`config.mk`:
```
export PLATFORM = sky130hd
export DESIGN_NAME = mash_modulator
export DESIGN_NICKNAME = d
export VERILOG_FILES = /design/src/rtl/mash_pkg.sv /design/src/rtl/mash_stage.sv /design/src/rtl/mash_modulator.sv
export SDC_FILE = /design/constraint.sdc
export NUM_CORES = 1
export LEC_CHECK = 0
export CORE_MARGIN = 2
export CORE_UTILIZATION = 60
export DETAILED_ROUTE_END_ITERATION = 6
export HOLD_SLACK_MARGIN = 0.03
export PLACE_DENSITY = 0.8
export SLEW_MARGIN = 20
export SYNTH_ARGS = -nofsm -noshare
export SYNTH_HDL_FRONTEND = slang
export SYNTH_HIERARCHICAL = 1
export SYNTH_SLANG_ARGS = --single-unit
```
`constraint.sdc`:
```
create_clock -name clk -period 12.3 [get_ports clk]
set_input_delay 2.46 -clock clk [delete_from_list [all_inputs] [get_ports clk]]
set_output_delay 2.46 -clock clk [all_outputs]
set_load 0.03 [all_outputs]
```
`src/rtl/mash_pkg.sv`:
```
// Shared constants and helpers for the MASH 1-1-...-1 modulator slice.
package mash_pkg;

   localparam int ORDER_MAX = 4;
   localparam int LFSR_BITS = 15;

   // Fibonacci taps for x^15 + x^14 + 1, as a mask over the shift register
   localparam logic [LFSR_BITS-1:0] LFSR_POLY = 15'h6000;
   localparam logic [LFSR_BITS-1:0] LFSR_SEED = 15'h7FFF;

   function automatic int dn_width(input int order);
      return order + 1;
   endfunction

endpackage

```
`src/rtl/mash_stage.sv`:
```
// One first-order accumulator stage: registered sum and registered carry out.
module mash_stage
   import mash_pkg::*;
#(
   parameter int BITS = 8
) (
   input  logic            clk,
   input  logic            rst_n,
   input  logic            en,
   input  logic            clear,
   input  logic [BITS-1:0] add,
   input  logic            cin,
   output logic [BITS-1:0] sum,
   output logic            carry
);

   logic [BITS:0] total;

   assign total = {1'b0, sum} + {1'b0, add} + {{BITS{1'b0}}, cin};

   always_ff @(posedge clk or negedge rst_n) begin
      if (!rst_n) begin
         sum   <= '0;
         carry <= 1'b0;
      end else if (clear) begin
         sum   <= '0;
         carry <= 1'b0;
      end else if (en) begin
         sum   <= total[BITS-1:0];
         carry <= total[BITS];
      end
   end

endmodule

```
`src/rtl/mash_modulator.sv`:
```
// MASH 1-1-...-1 delta-sigma modulator producing one saturated divide ratio per clock.
// Optional dither on the stage-1 carry-in is enabled by defining MASH_DITHER_EN.
module mash_modulator
   import mash_pkg::*;
#(
   parameter int BITS     = 8,
   parameter int ORDER    = 3,
   parameter int INT_BITS = 8
) (
   input  logic                clk,
   input  logic                rst_n,
   input  logic                en,
   input  logic                clear,
   input  logic                load,
   input  logic [BITS-1:0]     f_frac,
   input  logic [INT_BITS-1:0] n_int,
   output logic                load_ack,
   output logic [ORDER:0]      dn,
   output logic [INT_BITS:0]   div_out,
   output logic                sat_err
);

   localparam int DW = dn_width(ORDER);

   if (ORDER < 1 || ORDER > ORDER_MAX) begin : g_bad_order
      $error("mash_modulator: ORDER must lie in 1..%0d", ORDER_MAX);
   end

   logic [BITS-1:0]           f_reg;
   logic [INT_BITS-1:0]       n_reg;
   logic [BITS-1:0]           stage_sum [ORDER];
   logic [ORDER-1:0]          stage_carry;
   logic [ORDER-1:0]          aligned;
   logic                      cin;
   logic signed [DW-1:0]      d_level [ORDER+1];
   logic signed [DW-1:0]      d_prev  [ORDER];
   logic signed [INT_BITS+1:0] div_full;

   always_ff @(posedge clk or negedge rst_n) begin
      if (!rst_n) begin
         f_reg    <= '0;
         n_reg    <= '0;
         load_ack <= 1'b0;
      end else begin
         load_ack <= load;
         if (load) begin
            f_reg <= f_frac;
            n_reg <= n_int;
         end
      end
   end

`ifdef MASH_DITHER_EN
   logic [LFSR_BITS-1:0] lfsr;

   always_ff @(posedge clk or negedge rst_n) begin
      if (!rst_n) begin
         lfsr <= LFSR_SEED;
      end else if (en) begin
         lfsr <= {lfsr[LFSR_BITS-2:0], ^(lfsr & LFSR_POLY)};
      end
   end

   assign cin = lfsr[0];
`else
   assign cin = 1'b0;
`endif

   // Stage k sees stage k-1 one cycle late, so carry k is delayed ORDER-1-k
   // cycles to line every carry up with the last stage before recombination.
   for (genvar k = 0; k < ORDER; k++) begin : g_stage
      localparam int DLY = ORDER - 1 - k;
      logic [BITS-1:0] stage_in;

      if (k == 0) begin : g_first
         assign stage_in = f_reg;
      end else begin : g_next
         assign stage_in = stage_sum[k-1];
      end

      mash_stage #(.BITS(BITS)) u_stage (
         .clk   (clk),
         .rst_n (rst_n),
         .en    (en),
         .clear (clear),
         .add   (stage_in),
         .cin   ((k == 0) ? cin : 1'b0),
         .sum   (stage_sum[k]),
         .carry (stage_carry[k])
      );

      if (DLY == 0) begin : g_nodly
         assign aligned[k] = stage_carry[k];
      end else begin : g_dly
         logic [DLY-1:0] pipe;
         logic [DLY:0]   shifted;

         assign shifted    = {pipe, stage_carry[k]};
         assign aligned[k] = shifted[DLY];

         always_ff @(posedge clk or negedge rst_n) begin
            if (!rst_n) begin
               pipe <= '0;
            end else if (clear) begin
               pipe <= '0;
            end else if (en) begin
               pipe <= shifted[DLY-1:0];
            end
         end
      end
   end

   // Recursive differentiator: d_k = c_k + (1 - z^-1) d_{k+1}, with d_{ORDER+1} = 0.
   always_comb begin
      d_level[ORDER] = '0;
      for (int k = ORDER - 1; k >= 0; k--) begin
         d_level[k] = $signed({{(DW-1){1'b0}}, aligned[k]}) + d_level[k+1] - d_prev[k];
      end
   end

   always_ff @(posedge clk or negedge rst_n) begin
      if (!rst_n) begin
         for (int k = 0; k < ORDER; k++) d_prev[k] <= '0;
         dn <= '0;
      end else if (clear) begin
         for (int k = 0; k < ORDER; k++) d_prev[k] <= '0;
         dn <= '0;
      end else if (en) begin
         for (int k = 0; k < ORDER; k++) d_prev[k] <= d_level[k+1];
         dn <= d_level[0];
      end
   end

   assign div_full = $signed({2'b00, n_reg}) + (INT_BITS+2)'(d_level[0]);

   // Only the low side can clamp: n_reg plus a small dn never exceeds INT_BITS+1 bits.
   always_ff @(posedge clk or negedge rst_n) begin
      if (!rst_n) begin
         div_out <= '0;
         sat_err <= 1'b0;
      end else if (clear) begin
         sat_err <= 1'b0;
      end else if (en) begin
         if (div_full[INT_BITS+1]) begin
            div_out <= '0;
            sat_err <= 1'b1;
         end else begin
            div_out <= div_full[INT_BITS:0];
         end
      end
   end

endmodule
```
==> results of run 1 <==
==> worst max-delay path, stage by stage (launching register included) <==
cell	delay (ps)
dfrtp_1	380
ha_1	300
inv_1	60
ha_1	130
inv_1	40
ha_1	260
inv_1	50
ha_1	310
ha_1	300
a21o_1	190
a21oi_2	170
xnor2_2	210
inv_1	230
ha_1	410
a21oi_1	210
o221ai_1	180
a21oi_2	230
xor2_2	190
o41ai_1	410
==> final cells by class <==
| class | instances | share of cell area |
|---|---|---|
| sequential | 65 | 0.335 |
| tap | 96 | 0.0248 |
| multi-input combinational | 318 | 0.509 |
| clock inverter | 3 | 0.00309 |
| clock buffer | 13 | 0.0327 |
| timing repair buffer | 38 | 0.0748 |
| inverter | 27 | 0.0209 |
==> metal layers <==
metal | wire, µm | vias up | track usage | part of all wire
met5 | 0 | - | 0 | 0
met4 | 239 | 0 | 0.118 | 0.030
met3 | 292 | 21 | 0.0457 | 0.036
met2 | 3950 | 62 | 0.393 | 0.49
met1 | 3590 | 1497 | 0.279 | 0.44
li1 | - | 1571 | - | -
==> cell usage after synthesis (5+ instances only) <==
master / number
a211oi_1: 18
a21o_1: 5
a21oi_1: 22
dfrtp_1: 65
fa_1: 8
ha_1: 39
inv_1: 27
mux2_2: 23
mux2i_1: 16
nand2_1: 30
nand2b_1: 10
nor2_1: 45
nor3b_1: 6
o21ai_0: 24
o31ai_1: 9
xnor2_1: 12
xor2_1: 5
==> stage by stage <==
stage | cells | setup slack [ps]
detailed placement | 544 | 7830
global placement | 544 | 7870
global route | 560 | 7690
finish | 560 | 7930
floorplan | 422 | 8430
CTS | 560 | 7970
==> power groups by stage <==
stage	Combinational [W]	Clock [W]	Sequential (W)
2_1_floorplan	0.000173	0	0.000286
3_3_place_gp	0.000244	0	0.000273
3_5_place_dp	0.000254	0	0.000274
4_1_cts	0.000256	0.000169	0.000270
5_1_grt	0.000285	0.000177	0.000274
6_report	0.000255	0.000164	0.000270
==> worst max path at each step <==
stage / slack [ps] / endpoint / start
6_report: 7930 / div_out[2] / d_prev[4]
5_1_grt: 7690 / div_out[2] / d_prev[4]
4_1_cts: 7970 / div_out[2] / d_prev[4]
3_5_place_dp: 7830 / g_stage[0].u_stage/sum[6] / clear
3_3_place_gp: 7870 / g_stage[2].u_stage/sum[6] / clear
2_1_floorplan: 8430 / div_out[8] / d_prev[4]
==> cell families (layout without fill, tap and decap cells) <==
kind of cell,count (synthesis),after routing,share of synthesized area
muxes,39,39,0.0984
and+or+nand+nor,109,109,0.128
buffers and inverters,39,81,0.0408
AOI/OAI and AO/OA,101,101,0.155
DFF,65,65,0.382
other,1,3,0.000880
xor gates and xnor gates,19,19,0.0426
adders and majority gates,47,47,0.152
==> flow_summary.toml, run 1 <==
[placed_design]
placed_cell_area_um2 = 4680
place.gp.congestion = 0.838
dp_hpwl_mm = 5.65
portBuffers = 35

[sta]
worst_slew_pin_slew_ps = 818
finalCriticalPeriod_ps = 4370
max_freq_mhz = 229
maxSlewHeadroom = 0.455
drv_slew = 0
fin_crit_sh = 0.355
hold_viol = 0
rsz0062_at_grt = "no"
finClkSkew_ps = 6.93
setup_viol = 0
hold_ws_ps = 478
finalSetupTns_ps = 0

[clocking]
cts_root_buffer = "clkbuf_8"
cts_setup_buffers = 0
cts-hold-fix-buffers = 0
htreeDepth = 3
clock_path_buffers = 2
clock_sinks = 65
clock_latency_ps = 340
post_cts_resized = 0
cts_buffers = 9
cts_tree = "built"
clkSlewWorstSetupHoldPaths_ps = 70

[pwr]
total_power_w = 0.000688
clkPwrFrac = 0.238
p_per_area_nw_per_um2 = 142
swShare = 0.351
intPower_w = 0.000447
p_leak_nw = 2.24
pwr-share-comb = 0.370
p_switching_w = 0.000242
power_frac_seq = 0.392
worst_ir_drop_vdd_uv = 90.3

[die]
boundaryPins = 36
chipWidth_um = 88.3
die-area_um2 = 7790
chipHeight_um = 88.3
rows = 30
core_um2 = 6830
initial_utilization = 0.624

[critical_path]
end_kind = "register"
rrSetupSlack_ps = 7930
worst-path-max-fanout = 9
r2r_cells = 18
worstReg2RegStart = "d_prev[4]"
cp-start-kind = "register"
required_ps = 12520
cp_data_arrival_time_ps = 4590
reg2reg_to = "div_out[2]"
crit_type = "reg2reg"

[detailed_routing]
finalWirelength_mm = 8.07
vias_per_cell = 5.63
ant_nets = 0
vias = 3151
wl_per_cell_um = 14.4
first_pass_iters = 4
drt_iter0_markers = 168
drc_errors = 0

[finish]
largest-register = "g_stage.u_stage/sum"
area_growth_syn_to_layout_pct = 13.9
num-fill-cells = 551
register_area_um2 = 1630
multiInputGateArea_um2 = 2470
fin_util = 0.710
layout_common_cells = "65 x dfrtp_1, 45 x nor2_1, 39 x ha_1, 33 x clkdlybuf4s50_1, 30 x nand2_1"
final_area_um2 = 4850
mostFrequentLayoutCell = "dfrtp_1"
largest_register_ffs = 24
layout-drive-gt1-share = 0.112
reg_top3 = "g_stage.u_stage/sum: 24 flops, div_out: 9 flops"
layout.nets = 527
diodes = 0

[outcome]
status = "completed"

[synthesis]
ys_seq_elements = 65
synth_edf_count = 0
synthCells = 420
synthArstFlopShare = 1.00
ys_warn_count = 6
synth_flop_cell = "dfrtp_1"
synth_top_cell_by_area = "dfrtp_1"
syn_avg_cell_area_um2 = 10.1
synth_area_um2 = 4260
ys_seq_area_frac = 0.382
synth.distinct_cells = 41
synth.area.top_cells = "dfrtp_1 38%, ha_1 11%, mux2_2 6.1%, nor2_1 4.0%, fa_1 3.8%"
synth_top_area_frac = 0.382

[global_route]
grt_usage = 0.231
grt_max_degree = 66
antenna_found_initial = 0
grt_pass1_vias = 3230
globalRouteOverflowTotal = 0
grt_pass1_wl_mm = 14.0

[hold_path]
holdPathStages = 2
hold_path_end = "div_out[5]"
hp-start = "div_out[5]"
hp-class = "reg2reg"

[run]
cap_violations = 0
Power figures use the tool's default switching activity.
==> run 2: changes to the inputs <==
--- a/config.mk
+++ b/config.mk
@@ -6,10 +6,10 @@
 export NUM_CORES = 1
 export LEC_CHECK = 0
 export CORE_MARGIN = 2
-export CORE_UTILIZATION = 60
+export CORE_UTILIZATION = 59
 export DETAILED_ROUTE_END_ITERATION = 6
 export HOLD_SLACK_MARGIN = 0.03
-export PLACE_DENSITY = 0.8
+export PLACE_DENSITY = 0.79
 export SLEW_MARGIN = 20
 export SYNTH_ARGS = -nofsm -noshare
 export SYNTH_HDL_FRONTEND = slang
==> constraint.sdc (replaced) <==
create_clock -name clk -period 4.4 [get_ports clk]
set_input_delay 0.88 -clock clk [delete_from_list [all_inputs] [get_ports clk]]
set_output_delay 0.88 -clock clk [all_outputs]
set_load 0.03 [all_outputs]
==> run 2 against run 1 <==
  * Die area grew 1.6%
  * Critical path type unchanged
  * Power grew to 3.0 times the previous value
  * Worst setup slack lost 7800 ps
  * Combinational power grew to 2.9 times the previous value
  * Via count grew 5.5%
  * Cell count grew 0.54%
  * Sequential power grew to 2.8 times the previous value
==> flow_summary.toml, run 2 (same netlist as run 1, synthesis figures left out) <==
[pwr]
p_leak_nw = 2.26
p_per_area_nw_per_um2 = 410
worst_ir_drop_vdd_uv = 230

[finish]
diodes = 0
mostFrequentLayoutCell = "dfrtp_1"
reg_top3 = "g_stage.u_stage/sum: 24 flops, div_out: 9 flops"
layout-drive-gt1-share = 0.126
largest_register_ffs = 24
area_growth_syn_to_layout_pct = 16.8
largest-register = "g_stage.u_stage/sum"
layout.nets = 530
layout_common_cells = "65 x dfrtp_1, 44 x nor2_1, 36 x ha_1, 33 x clkdlybuf4s50_1, 30 x nand2_1"

[hold_path]
hp-class = "reg2reg"
holdPathStages = 2
hp-start = "div_out[4]"
hold_path_end = "div_out[4]"

[global_route]
grt_max_degree = 43
grt_pass1_wl_mm = 14.7
grt_usage = 0.241
antenna_found_initial = 0
grt_pass1_vias = 3390
globalRouteOverflowTotal = 0

[critical_path]
rrSetupSlack_ps = 130
worst-path-max-fanout = 6
cp_data_arrival_time_ps = 4530
cp-start-kind = "register"
crit_type = "reg2reg"
required_ps = 4660
worstReg2RegStart = "d_prev[4]"
crit_start = "d_prev[4]"
end_kind = "register"
reg2reg_to = "div_out[8]"
r2r_cells = 18

[clocking]
cts-hold-fix-buffers = 0
cts_buffers = 9
clock_path_buffers = 2
cts_root_buffer = "clkbuf_8"
cts_tree = "built"
clock_latency_ps = 350
clock_sinks = 65
htreeDepth = 3
clkSlewWorstSetupHoldPaths_ps = 70

[die]
boundaryPins = 36
rows = 30
chipWidth_um = 89.0
initial_utilization = 0.617
die-area_um2 = 7920
core_um2 = 6910
chipHeight_um = 89.0

[detailed_routing]
ant_nets = 0
wl_per_cell_um = 15.4
vias = 3324
finalWirelength_mm = 8.68
first_pass_iters = 4
drc_errors = 0
vias_per_cell = 5.90
drt_iter0_markers = 153

[sta]
finalCriticalPeriod_ps = 4270
setup_viol = 0
hold_viol = 0
drv_slew = 0
maxSlewHeadroom = 0.387
max_freq_mhz = 234
fin_crit_sh = 0.970
finClkSkew_ps = 8.86
finalSetupTns_ps = 0
hold_ws_ps = 477
worst_slew_pin_slew_ps = 920

[placed_design]
portBuffers = 35
place.gp.congestion = 0.921
dp_hpwl_mm = 6.17

[run]
cap_violations = 0

[outcome]
status = "completed"
## run 2: cell types whose count changed in the layout (fill, tap and decap cells not counted), moves of 2 or more
cell       delta
ha_1          -3
buf_4         +3
ha_4          +2
clkinv_2      -2
clkbuf_1      +2
clkbuf_8      -2
bufinv_16     +2
## run 2: power breakdown
group          internal [W]  switching [W]  total [W]
registers          0.000687      0.0000705   0.000758
logic              0.000341       0.000399   0.000739
clock network      0.000319       0.000223   0.000543
## run 2: through the flow
| stage | total power, W | utilization | std cells | cell area (µm²) | setup WS, ps |
|---|---|---|---|---|---|
| finish | 0.00204 | 0.720 | 563 | 4970 | 132 |
| global placement | 0.00145 | 0.680 | 546 | 4690 | 321 |
| CTS | 0.00203 | 0.709 | 562 | 4900 | 90.1 |
| global route | 0.00217 | 0.720 | 563 | 4970 | -58.8 |
| detailed placement | 0.00148 | 0.680 | 546 | 4690 | 154 |
| floorplan | 0.00128 | - | 422 | 4270 | 532 |
## run 2: layer usage
layer / global-route usage / part of all wire
met1: 0.276 / 0.43
met2: 0.429 / 0.51
met3: 0.0462 / 0.035
met4: 0.122 / 0.028
met5: 0 / 0
## run 2: timing repair
item	in CTS	in global routing
hold endpoints to repair	0	0
setup buffers	0	1
setup endpoints to repair	0	10
gates resized for setup	0	12
## run 2: how the worst max path moves through the flow
stage,endpoint,slack [ps],cells after the start
floorplan,div_out[8],530,18
global placement,div_out[0],320,18
detailed placement,div_out[0],150,18
CTS,div_out[0],90,18
global route,div_out[8],-60,18
finish,div_out[8],130,18
## run 2: area by class of cell
cell class / instances / area [µm²]
Fill cell: 510 / 1930
Clock buffer: 13 / 139
Tap cell: 96 / 120
Sequential cell: 65 / 1630
Multi-Input combinational cell: 318 / 2530
Clock inverter: 3 / 65.1
Timing Repair Buffer: 41 / 385
Inverter: 27 / 104
## run 2: critical path: stages, from the launching register on
cell	delay, ps
dfrtp_1	390
ha_1	290
inv_1	60
ha_1	130
inv_1	40
ha_1	260
inv_1	50
ha_1	310
ha_1	310
a21o_1	220
a21oi_4	210
xnor2_4	200
inv_4	120
ha_2	410
nand3_1	110
o221ai_1	240
a21oi_2	120
or4_1	500
a31oi_1	210
==> run 3: changes to the inputs <==
--- a/config.mk
+++ b/config.mk
@@ -6,12 +6,11 @@
 export NUM_CORES = 1
 export LEC_CHECK = 0
 export CORE_MARGIN = 2
-export CORE_UTILIZATION = 59
+export CORE_UTILIZATION = 58
 export DETAILED_ROUTE_END_ITERATION = 6
 export HOLD_SLACK_MARGIN = 0.03
-export PLACE_DENSITY = 0.79
+export PLACE_DENSITY = 0.78
 export SLEW_MARGIN = 20
 export SYNTH_ARGS = -nofsm -noshare
 export SYNTH_HDL_FRONTEND = slang
-export SYNTH_HIERARCHICAL = 1
 export SYNTH_SLANG_ARGS = --single-unit
==> run 3 against run 2 <==
  * Critical path depth rose by 2
  * Clock power increased by 15%
  * Synthesized cell count fell by 4.5%
  * Sequential share of layout area increased by 0.65 points
  * Core utilization is 0.24 points lower
  * Largest power group unchanged
  * Register-to-register slack better by 110 ps
  * Highest routed layer unchanged
==> flow_summary.toml, run 3 <==
[outcome]
status = "completed"

[synthesis]
synthCells = 401
mappedNetlistNets = 469
synth_top_cell_by_area = "dfrtp_1"
synth_area_um2 = 4090
synth_edf_count = 0
synthMostInstantiatedCell = "dfrtp_1"
ys_seq_area_frac = 0.397
synthArstFlopShare = 1.00
syn_avg_cell_area_um2 = 10.2
synth_flop_cell = "dfrtp_1"
ys_seq_elements = 65
synth.area.top_cells = "dfrtp_1 40%, ha_1 13%, mux2i_1 5.4%, nor2_1 3.9%, mux2_2 3.9%"
ys_warn_count = 0
yosys-top-cells-count = "65 x dfrtp_1, 43 x nor2_1, 42 x ha_1"
synth.distinct_cells = 49
synth_top_area_frac = 0.397

[detailed_routing]
vias = 3137
wl_per_cell_um = 15.9
drt-met1-wl_mm = 4.01
wl_met3_um = 274
finalWirelength_mm = 8.60
highest_layer = "met4"
vias_per_cell = 5.80
drt_iter0_markers = 132
first_pass_iters = 4
drc_errors = 0
dr_wl_met2_mm = 4.12
ant_nets = 0

[critical_path]
cp-start-kind = "register"
r2r_cells = 20
slowest_stage = "or3_2"
cp_data_arrival_time_ps = 4430
worst-path-max-fanout = 7
cp_slowest_stage_delay_ps = 470
required_ps = 4670
reg2reg_to = "div_out[8]"
worst_path_most_repeated_cell = "ha_1"
crit_start = "g_stage[2].u_stage.carry"
worstReg2RegStart = "g_stage[2].u_stage.carry"
crit_type = "reg2reg"
worstPathCellList = "inv_1, ha_1, inv_1, ha_1, inv_1, ha_1, inv_1, ha_1, ha_1, a21o_1, a21oi_4, xnor2_4, inv_4, buf_4, ha_1, or2b_1, o221ai_1, nor2_1, or3_2, a21oi_1"
end_kind = "register"
rrSetupSlack_ps = 240
worstSetupEndpoint = "div_out[8]"

[sta]
hold_ws_ps = 488
maxSlewHeadroom = 0.450
setup_viol = 0
finalCriticalPeriod_ps = 4160
max_freq_mhz = 241
hold_viol = 0
drv_slew = 0
worst_slew_pin_slew_ps = 823
fin_crit_sh = 0.945
finClkSkew_ps = 9.47

[clocking]
clock_latency_ps = 350
clock_path_buffers = 2
cts_buffers = 9
cts_root_buffer = "clkbuf_8"
cts_tree = "built"
clkSlewWorstSetupHoldPaths_ps = 70
htreeDepth = 3
clock_sinks = 65
cts-hold-fix-buffers = 0

[finish]
reg_top3 = "g_stage.u_stage.sum: 24 flops, div_out: 9 flops"
fin_util = 0.718
largest-register = "g_stage.u_stage.sum"
layout_common_cells = "65 x dfrtp_1, 43 x nor2_1, 40 x ha_1, 33 x clkdlybuf4s50_1"
largest_register_ffs = 24
layout.nets = 508
area_growth_syn_to_layout_pct = 19.2
final_area_um2 = 4880
diodes = 0
layout-drive-gt1-share = 0.126
mostFrequentLayoutCell = "dfrtp_1"

[pwr]
clkPwrFrac = 0.337
worst_ir_drop_vdd_uv = 211
p_leak_nw = 2.36
intPower_w = 0.00128
total_power_w = 0.00185
swShare = 0.309
p_per_area_nw_per_um2 = 380
pwr-share-comb = 0.275
p_switching_w = 0.000573
power_frac_seq = 0.388

[global_route]
antenna_found_initial = 0
globalRouteOverflowTotal = 0
grt_pass1_vias = 2952
grt_max_degree = 48
grt_pass1_wl_mm = 14.0
grt_usage = 0.235

[placed_design]
place.gp.congestion = 0.909
placed_cell_area_um2 = 4520
portBuffers = 35
dp_hpwl_mm = 5.71

[die]
chipWidth_um = 88
chipHeight_um = 88
core_um2 = 6790
rows = 30
initial_utilization = 0.602
boundaryPins = 36
die-area_um2 = 7740

[hold_path]
holdPathStages = 2
hp-class = "reg2reg"

[run]
cap_violations = 0
-- run 3: cell count changes after synthesis, moves of 8 or more --
cell      before  now
mux2_2        23   14
a211oi_1      18    7
a21o_1         5   13
nand2_1       30   19
o21ai_0       24   15
-- run 3: logic make-up (layout without fill, tap and decap cells) --
| logic type | count (synthesis) | count (layout) | share of synthesized area |
|---|---|---|---|
| xor+xnor | 16 | 16 | 0.0361 |
| compound gates | 94 | 94 | 0.159 |
| flops | 65 | 65 | 0.397 |
| mux | 36 | 36 | 0.0923 |
| buf+inv | 40 | 84 | 0.0373 |
| fa+ha+maj | 47 | 47 | 0.153 |
| simple gates | 103 | 103 | 0.125 |
-- run 3: worst min-delay path by stage --
| stage | slack, ps | start | endpoint |
|---|---|---|---|
| global placement | 460 | div_out[5] | div_out[5] |
| floorplan | 480 | g_stage[2].u_stage.sum[5] | g_stage[2].u_stage.sum[5] |
| global route | 510 | div_out[2] | div_out[2] |
| finish | 490 | div_out[3] | div_out[3] |
| detailed placement | 470 | div_out[3] | div_out[3] |
| CTS | 490 | div_out[3] | div_out[3] |
-- run 3: stage by stage --
stage                     setup WS [ps]  TNS [ps]  instances
after floorplan                     363         0        401
after global placement             90.9         0        520
after detailed placement          -61.3      -341        520
after CTS                          28.5         0        537
after global routing              -17.1     -17.1        541
final                               244         0        541
-- run 3: critical path, delay by kind of cell, from the launching register on --
family                   cells  cell delay [ps]
XOR/XNOR                     1              170
adder cells (fa/ha/maj)      6             1600
AO/OA/AOI/OAI                4              700
flip-flops                   1              370
buffers and inverters        6              450
AND/OR/NAND/NOR              3              790
-- run 3: area by class of cell --
type / instances / area (µm²)
Clock buffer: 10 / 138
Tap cell: 96 / 120
Sequential cell: 65 / 1630
Multi-Input combinational cell: 296 / 2390
Timing Repair Buffer: 43 / 403
Inverter: 25 / 96.3
Clock inverter: 6 / 105
Fill cell: 488 / 1920
-- run 3: repair_timing --
item | 4_1_cts | 5_1_grt
gates cloned | 0 | 0
pin swaps | 1 | 2
setup endpoints to repair | 9 | 10
buffers inserted | 1 | 4
hold endpoints to repair | 0 | 0
resized for setup | 3 | 9
-- run 3: metal layers --
layer	vias to the layer above	global-route usage
li1	1525	-
met4	0	0.0909
met3	19	0.0434
met1	1532	0.333
met5	-	0
met2	61	0.359
-- run 3: power groups by stage --
stage          logic (W)  clock network [W]  registers, W
2_1_floorplan   0.000315                  0      0.000754
3_3_place_gp    0.000473                  0      0.000725
3_5_place_dp    0.000489                  0      0.000727
4_1_cts         0.000497           0.000629      0.000717
5_1_grt         0.000562           0.000662      0.000725
6_report        0.000510           0.000624      0.000718
